$ cat src/rtl/camera_pkg.sv
// Shared types for the pixel capture path: sequencer states, the crop window
// record and small window arithmetic helpers.
package camera_pkg;

    // Window fields are held at a fixed width wide enough for any supported
    // coordinate width; modules zero-extend their X_W/Y_W values into it.
    localparam int WIN_W = 16;

    typedef enum logic [1:0] {
        IDLE     = 2'd0,
        SYNC     = 2'd1,
        WAIT_SOF = 2'd2,
        ACTIVE   = 2'd3
    } capture_state_t;

    typedef struct packed {
        logic [WIN_W-1:0] xs;
        logic [WIN_W-1:0] xe;
        logic [WIN_W-1:0] ys;
        logic [WIN_W-1:0] ye;
        logic [1:0]       sub;
    } window_t;

    function automatic logic window_empty(input window_t w);
        return (w.xe <= w.xs) || (w.ye <= w.ys);
    endfunction

    // Output extent along one axis; an inverted window reports zero rather
    // than a wrapped difference.
    function automatic logic [WIN_W-1:0] span(input logic [WIN_W-1:0] lo,
                                              input logic [WIN_W-1:0] hi,
                                              input logic [1:0]       sub);
        if (hi <= lo)
            return '0;
        return (hi - lo) >> sub;
    endfunction

endpackage

$ cat src/rtl/pixel_position_counter.sv
// Frame/line edge detection and saturating pixel coordinates.
// x_pos/y_pos are the coordinates of the pixel present on the inputs this
// cycle (zero on the first pixel of a line / first line of a frame).
module pixel_position_counter #(
    parameter int X_W = 11,
    parameter int Y_W = 10
) (
    input  logic           clock_pixel_in,
    input  logic           reset_pixel_in,
    input  logic           frame_valid_in,
    input  logic           line_valid_in,
    output logic           frame_rise,
    output logic           frame_fall,
    output logic           line_valid,
    output logic [X_W-1:0] x_pos,
    output logic [Y_W-1:0] y_pos
);

    logic           frame_q;
    logic           line_q;
    logic           line_rise;
    logic           line_fall;
    logic [X_W-1:0] x_q;
    logic [Y_W-1:0] y_q;

    // A line strobe outside a frame is treated as if it never happened.
    assign line_valid = line_valid_in & frame_valid_in;
    assign frame_rise = frame_valid_in & ~frame_q;
    assign frame_fall = ~frame_valid_in & frame_q;
    assign line_rise  = line_valid & ~line_q;
    assign line_fall  = ~line_valid & line_q;

    assign x_pos = line_rise  ? '0 : x_q;
    assign y_pos = frame_rise ? '0 : y_q;

    // Delayed valids for edge detection; x/y advance and saturate at all-ones.
    always_ff @(posedge clock_pixel_in or posedge reset_pixel_in) begin
        if (reset_pixel_in) begin
            frame_q <= 1'b0;
            line_q  <= 1'b0;
            x_q     <= '0;
            y_q     <= '0;
        end else begin
            frame_q <= frame_valid_in;
            line_q  <= line_valid;
            if (line_valid && (x_pos != '1))
                x_q <= x_pos + X_W'(1);
            else if (line_valid)
                x_q <= x_pos;
            if (frame_rise)
                y_q <= '0;
            else if (line_fall && (y_q != '1))
                y_q <= y_q + Y_W'(1);
        end
    end

endmodule

$ cat src/rtl/capture_window.sv
// Capture sequencer and runtime crop window on the pixel stream.
// Optional feature macro: CAPTURE_SUBSAMPLE_EN adds subsample_in and 2**sub
// decimation on both axes; without it no decimation logic is built.
//
// state    | meaning
// IDLE     | not capturing; start requests are evaluated here
// SYNC     | armed, waiting for the current frame (if any) to end
// WAIT_SOF | waiting for the rising edge of frame_valid_in
// ACTIVE   | forwarding in-window pixels of the current frame
module capture_window
    import camera_pkg::*;
#(
    parameter int CHANNELS = 1,
    parameter int PIXEL_W  = 10,
    parameter int X_W      = 11,
    parameter int Y_W      = 10
) (
    input  logic                          clock_pixel_in,
    input  logic                          reset_pixel_in,
    input  logic                          capture_start_in,
    input  logic                          capture_abort_in,
    input  logic [7:0]                    frame_count_in,
    input  logic [X_W-1:0]                x_start_in,
    input  logic [X_W-1:0]                x_end_in,
    input  logic [Y_W-1:0]                y_start_in,
    input  logic [Y_W-1:0]                y_end_in,
`ifdef CAPTURE_SUBSAMPLE_EN
    input  logic [1:0]                    subsample_in,
`endif
    input  logic                          frame_valid_in,
    input  logic                          line_valid_in,
    input  logic [CHANNELS*PIXEL_W-1:0]   data_in,
    output logic [CHANNELS*PIXEL_W-1:0]   data_out,
    output logic                          line_valid_out,
    output logic                          frame_valid_out,
    output logic [X_W-1:0]                x_size_out,
    output logic [Y_W-1:0]                y_size_out,
    output logic                          busy_out,
    output logic                          done_out,
    output logic                          error_out,
    output logic [7:0]                    frames_done_out
);

    capture_state_t state_q, state_d;
    window_t        win_in, shadow_q, win_cur;

    logic           frame_rise, frame_fall, line_valid;
    logic [X_W-1:0] x_pos;
    logic [Y_W-1:0] y_pos;
    logic [WIN_W-1:0] x_w, y_w;
    logic [1:0]     sub_in;
    logic           active_now, in_window, phase_ok, keep;
    logic           start_ok, start_err, frame_end, finish;

`ifdef CAPTURE_SUBSAMPLE_EN
    assign sub_in = subsample_in;
`else
    assign sub_in = 2'd0;
`endif

    assign win_in = '{xs:  WIN_W'(x_start_in),
                      xe:  WIN_W'(x_end_in),
                      ys:  WIN_W'(y_start_in),
                      ye:  WIN_W'(y_end_in),
                      sub: sub_in};

    pixel_position_counter #(
        .X_W (X_W),
        .Y_W (Y_W)
    ) u_position (
        .clock_pixel_in (clock_pixel_in),
        .reset_pixel_in (reset_pixel_in),
        .frame_valid_in (frame_valid_in),
        .line_valid_in  (line_valid_in),
        .frame_rise     (frame_rise),
        .frame_fall     (frame_fall),
        .line_valid     (line_valid),
        .x_pos          (x_pos),
        .y_pos          (y_pos)
    );

    // The SOF cycle already belongs to the new frame, so it sees the freshly
    // sampled window and counts as captured if WAIT_SOF saw the edge.
    assign win_cur    = frame_rise ? win_in : shadow_q;
    assign active_now = (state_q == ACTIVE) || ((state_q == WAIT_SOF) && frame_rise);
    assign x_w        = WIN_W'(x_pos);
    assign y_w        = WIN_W'(y_pos);

    // Pixel keep decision: window compare plus optional decimation phase.
    always_comb begin
        in_window = (x_w >= win_cur.xs) && (x_w < win_cur.xe) &&
                    (y_w >= win_cur.ys) && (y_w < win_cur.ye);
`ifdef CAPTURE_SUBSAMPLE_EN
        phase_ok  = (((x_w | y_w) & ((WIN_W'(1) << win_cur.sub) - WIN_W'(1))) == '0);
`else
        phase_ok  = 1'b1;
`endif
        keep      = active_now && line_valid && in_window && phase_ok && !capture_abort_in;
    end

    // Next-state logic; abort overrides everything, including a same-cycle start.
    always_comb begin
        state_d   = state_q;
        start_ok  = 1'b0;
        start_err = 1'b0;
        frame_end = 1'b0;
        finish    = 1'b0;
        case (state_q)
            IDLE: begin
                if (capture_start_in && !capture_abort_in) begin
                    if (window_empty(win_in)) begin
                        start_err = 1'b1;
                    end else begin
                        start_ok = 1'b1;
                        state_d  = SYNC;
                    end
                end
            end
            SYNC: begin
                if (capture_abort_in)
                    state_d = IDLE;
                else if (!frame_valid_in)
                    state_d = WAIT_SOF;
            end
            WAIT_SOF: begin
                if (capture_abort_in)
                    state_d = IDLE;
                else if (frame_rise)
                    state_d = ACTIVE;
            end
            ACTIVE: begin
                if (capture_abort_in) begin
                    state_d = IDLE;
                end else if (frame_fall) begin
                    frame_end = 1'b1;
                    if ((frame_count_in != 8'd0) && (frames_done_out + 8'd1 == frame_count_in)) begin
                        finish  = 1'b1;
                        state_d = IDLE;
                    end else begin
                        state_d = WAIT_SOF;
                    end
                end
            end
            default: state_d = IDLE;
        endcase
    end

    // State, shadow window, frame counter and registered outputs.
    always_ff @(posedge clock_pixel_in or posedge reset_pixel_in) begin
        if (reset_pixel_in) begin
            state_q         <= IDLE;
            shadow_q        <= '0;
            frames_done_out <= 8'd0;
            data_out        <= '0;
            line_valid_out  <= 1'b0;
            frame_valid_out <= 1'b0;
            done_out        <= 1'b0;
            error_out       <= 1'b0;
        end else begin
            state_q <= state_d;
            if (start_ok || frame_rise)
                shadow_q <= win_in;
            if (start_ok)
                frames_done_out <= 8'd0;
            else if (frame_end)
                frames_done_out <= frames_done_out + 8'd1;
            if (keep)
                data_out <= data_in;
            line_valid_out  <= keep;
            frame_valid_out <= active_now && frame_valid_in && !capture_abort_in;
            done_out        <= finish;
            error_out       <= start_err;
        end
    end

    assign busy_out   = (state_q != IDLE);
    assign x_size_out = X_W'(span(shadow_q.xs, shadow_q.xe, shadow_q.sub));
    assign y_size_out = Y_W'(span(shadow_q.ys, shadow_q.ye, shadow_q.sub));

endmodule

$ cat config.mk
export PLATFORM = sky130hd
export DESIGN_NAME = capture_window
export DESIGN_NICKNAME = d
export VERILOG_FILES = /design/src/rtl/camera_pkg.sv /design/src/rtl/pixel_position_counter.sv /design/src/rtl/capture_window.sv
export SDC_FILE = /design/constraint.sdc
export NUM_CORES = 1
export LEC_CHECK = 0
export ABC_AREA = 1
export CORE_MARGIN = 3
export CORE_UTILIZATION = 55
export CTS_BUF_LIST = sky130_fd_sc_hd__clkbuf_8
export CTS_CLUSTER_DIAMETER = 120
export DETAILED_ROUTE_END_ITERATION = 10
export PLACE_DENSITY_LB_ADDON = 0.3
export SETUP_SLACK_MARGIN = 0.2
export SYNTH_ARGS = -nofsm -noshare
export SYNTH_HDL_FRONTEND = slang
export SYNTH_HIERARCHICAL = 1
export SYNTH_SLANG_ARGS = --single-unit
$ cat constraint.sdc
create_clock -name clock_pixel_in -period 4.9 [get_ports clock_pixel_in]
set_input_delay 1.225 -clock clock_pixel_in [delete_from_list [all_inputs] [get_ports clock_pixel_in]]
set_output_delay 1.225 -clock clock_pixel_in [all_outputs]
set_load 0.02 [all_outputs]
==> impl_results.rst <==
.. list-table::
   :header-rows: 1

   * - Metric
     - Value
   * - Area used by multi-input combinational logic
     - approximately 4600 um2
   * - Vias per inst
     - around 5.3
   * - Startpoint of the worst-slack reg-to-reg timing path
     - u_position/frame_q
   * - Area share of the leading cell type in the synthesized netlist
     - between 20% and 30%
   * - Level count of the clock H-tree
     - 3
   * - Final #Nets
     - 1298
   * - I/O Buffers
     - roughly 110
   * - Number of filler instances in the final layout
     - around 1200
   * - Timing-limited maximum frequency
     - between 200 and 250 MHz
   * - CTS Buf Count
     - 9
   * - Post-layout utilization of the core
     - between 60% and 70%
   * - Worst Skew
     - slightly below 0.009 ns
   * - Register-to-register setup slack
     - between 1.5 and 2 ns
   * - Maxcap violations
     - 0
   * - Flop and latch count out of synthesis
     - 89
   * - Crit Reg-Reg Endpoint
     - data_out[5]
   * - Status
     - finished, final reports clean
   * - Number of global-route vias before repair
     - roughly 6800
   * - Leak Pwr
     - 4.62 nW
   * - Slew Limit Fails
     - 0
   * - Core Area
     - 13300 um2
   * - CTS sink cnt
     - around 90
   * - CP startpoint
     - shadow_q[34]
   * - Total number of vias
     - just over 7000
   * - Cell accounting for the most synthesized area
     - sky130_fd_sc_hd__dfrtp_1
   * - Hold violation count in the final report
     - 0
   * - Post-synthesis to final-layout area growth
     - 18.9%
   * - Final setup violation count
     - 0
   * - Required time at the endpoint of the critical path
     - 3.67 ns
   * - Die width
     - approximately 120 um
   * - Worst R2R Path Depth
     - 15
   * - TritonCTS clock tree
     - built
   * - Total Routing Usage GR
     - 26.7%
   * - Number of detailed-routing iterations run before antenna repair
     - 5
   * - Cell area power density
     - 334 nW/um2
   * - Clock period minus worst slack
     - between 4 and 5 ns
   * - Startpoint class of the critical path
     - register
   * - Proportion of layout cells with a drive suffix above 1
     - 6.17%
   * - DRT antenna net count
     - 0
   * - Setup TNS Final
     - 0 ns
   * - Register area share after synthesis
     - ~30%
   * - Number of diodes added for antenna fixing
     - 0
   * - Final period util
     - between 80% and 90%
   * - Ys Warns
     - 6
   * - Most frequent standard cell in the layout excluding fill and tap cells
     - sky130_fd_sc_hd__nand2_1
   * - CTS root buffer
     - sky130_fd_sc_hd__clkbuf_8
   * - Total grt overflow
     - 0
   * - Crit Path Max Fanout
     - 3
   * - RSZ-0062 raised after global routing
     - false
   * - RePlAce Congestion
     - 0.911
   * - Clock network latency to the later pin of the worst-skew pair
     - 0.39 ns
   * - Site row count
     - 42
   * - Final wirelength
     - 19100 um
   * - Nature of the critical path endpoint
     - primary output
   * - Seq. cell area
     - 2230 um2
   * - Slew margin rel.
     - 40.4%
   * - DRC errors left
     - 0
   * - Starting density of the core
     - between 50% and 60%
   * - Post-Synthesis Cell Area
     - 7540 um2
   * - Wirelength per Cell
     - approximately 14 um
   * - Wire length of the first global-routing pass
     - 32100 um
   * - Area enclosed by the die boundary
     - ~15000 um2
   * - Pin count of the biggest net entering global routing
     - between 50 and 60
   * - Largest voltage drop on the vdd net
     - ~0.31 mV
   * - Type of the tightest min-delay check
     - register to register
   * - Worst Setup Path Type
     - register to primary output
   * - I/O Pins
     - 110
   * - Worst-Margin Slew
     - slightly below 0.9 ns
   * - Commonest non-fill, non-tap cells in the layout
     - sky130_fd_sc_hd__nand2_1 (284), sky130_fd_sc_hd__inv_1 (141), sky130_fd_sc_hd__clkdlybuf4s50_1 (109)
   * - Die height
     - approximately 120 um
   * - Number of buffers inserted for hold repair after clock tree synthesis
     - 0
   * - Synthesized Nets
     - ~1200
   * - Top post-synthesis cells by area
     - sky130_fd_sc_hd__dfrtp_1 (30%), sky130_fd_sc_hd__nand2_1 (14%), sky130_fd_sc_hd__ha_1 (14%)
   * - Cells after synthesis
     - between 1000 and 1500
   * - Starting DRT DRC Count
     - about 530
   * - Critical Path End
     - x_size_out[10]
   * - DP HPWL
     - ~15000 um
   * - Syn avg cell area
     - around 7.2 um2
   * - Clock-pin slew on the worst setup and hold paths
     - about 0.10 ns
   * - Unique cell type count in the Yosys netlist
     - 41
   * - Initial antenna violation count
     - 0
   * - CP arrival
     - approximately 3 ns
   * - CTS max path bufs
     - 2
## state kept, by name, indices dropped and copies added (netlist names)
register / cells
u_position/y_q: 10
u_position/frame_q: 1
done_out: 1
frames_done_out: 8
state_q: 2
error_out: 1
line_valid_out: 1
u_position/line_q: 1
u_position/x_q: 11
shadow_q: 42
frame_valid_out: 1
data_out: 10
## timing repair
action,4_1_cts,5_1_grt
gates resized for setup,0,1
endpoints found under the setup margin,0,1
buffers inserted,0,0
hold endpoints to repair,0,0
## metal layers
layer  routed length, um  vias to the layer above  GRT usage [%]
met5                   0                        -              0
met4                 281                        0           6.51
met3                1090                       23           5.90
met2                8570                      199           42.1
met1                9190                     3257           37.5
li1                    -                     3589              -
## cells in the mapped netlist, drive strengths merged
| library cell | count |
|---|---|
| nand4 | 18 |
| mux2i | 19 |
| nand3 | 87 |
| buf | 23 |
| fa | 2 |
| nand3b | 5 |
| a211oi | 3 |
| o31ai | 5 |
| nor3 | 12 |
| xnor2 | 8 |
| nor3b | 1 |
| and3 | 1 |
| xor2 | 19 |
| dfrtp | 89 |
| o21bai | 14 |
| o21ai | 56 |
| o2111ai | 1 |
| or2 | 2 |
| o21a | 7 |
| nand2 | 306 |
| clkbuf | 7 |
| inv | 146 |
| nor4 | 2 |
| ha | 85 |
| a21oi | 38 |
| nor2 | 93 |
## through the flow
stage	hold WS [ns]	power, mW	worst slack [ns]	instance area (um2)	instances
floorplan	0.476	1.86	1.14	7540	1049
global placement	0.494	2.31	0.500	8710	1310
detailed placement	0.502	2.34	0.300	8710	1310
CTS	0.527	3.00	0.511	8960	1326
global route	0.576	3.23	0.329	8970	1326
finish	0.530	2.99	0.596	8970	1326
## worst min-delay path by stage
stage | to | from | slack (ns) | depth (start not counted)
after global routing | shadow_q[34] | shadow_q[34] | 0.58 | 2
after floorplan | shadow_q[34] | shadow_q[34] | 0.48 | 2
after detailed placement | shadow_q[2] | shadow_q[2] | 0.50 | 2
final | shadow_q[34] | shadow_q[34] | 0.53 | 2
after global placement | shadow_q[2] | shadow_q[2] | 0.49 | 2
after CTS | shadow_q[34] | shadow_q[34] | 0.53 | 2
## kinds of logic (layout without fill, tap and decap cells)
group | count (synthesis) | count (layout) | share of synthesized area [%]
compound gates | 124 | 124 | 9.59
xor+xnor | 27 | 27 | 3.14
fa+ha+maj | 87 | 87 | 14.6
buf+inv | 176 | 277 | 9.87
flops | 89 | 89 | 29.5
mux | 19 | 19 | 2.52
simple gates | 527 | 527 | 30.7
## power by group
group	total (mW)	internal, mW	switching, mW	leakage (nW)
Combinational	1.42	0.603	0.815	3.39
Sequential	0.927	0.825	0.102	1.11
Clock	0.647	0.345	0.302	0.125
## final cells by class
| cell class | count | area share, % |
|---|---|---|
| clock buffer | 9 | 1.38 |
| tap | 176 | 2.46 |
| sequential | 89 | 24.8 |
| timing repair buffer | 115 | 12.8 |
| inverter | 146 | 6.11 |
| multi-input combinational | 784 | 51.0 |
| clock inverter | 7 | 1.40 |
## worst max-delay path, cell delays in order (launching register included)
cell,delay (ns)
sky130_fd_sc_hd__dfrtp_1,0.39
sky130_fd_sc_hd__inv_1,0.11
sky130_fd_sc_hd__ha_1,0.19
sky130_fd_sc_hd__inv_1,0.08
sky130_fd_sc_hd__fa_1,0.39
sky130_fd_sc_hd__nand2_1,0.08
sky130_fd_sc_hd__inv_1,0.05
sky130_fd_sc_hd__nor2_1,0.11
sky130_fd_sc_hd__o21bai_1,0.12
sky130_fd_sc_hd__nand2_1,0.10
sky130_fd_sc_hd__nand2_1,0.09
sky130_fd_sc_hd__a21oi_1,0.17
sky130_fd_sc_hd__xor2_1,0.09
sky130_fd_sc_hd__nor2_1,0.10
sky130_fd_sc_hd__clkdlybuf4s50_1,0.62
No activity file was read; power rests on OpenSTA's default activity.
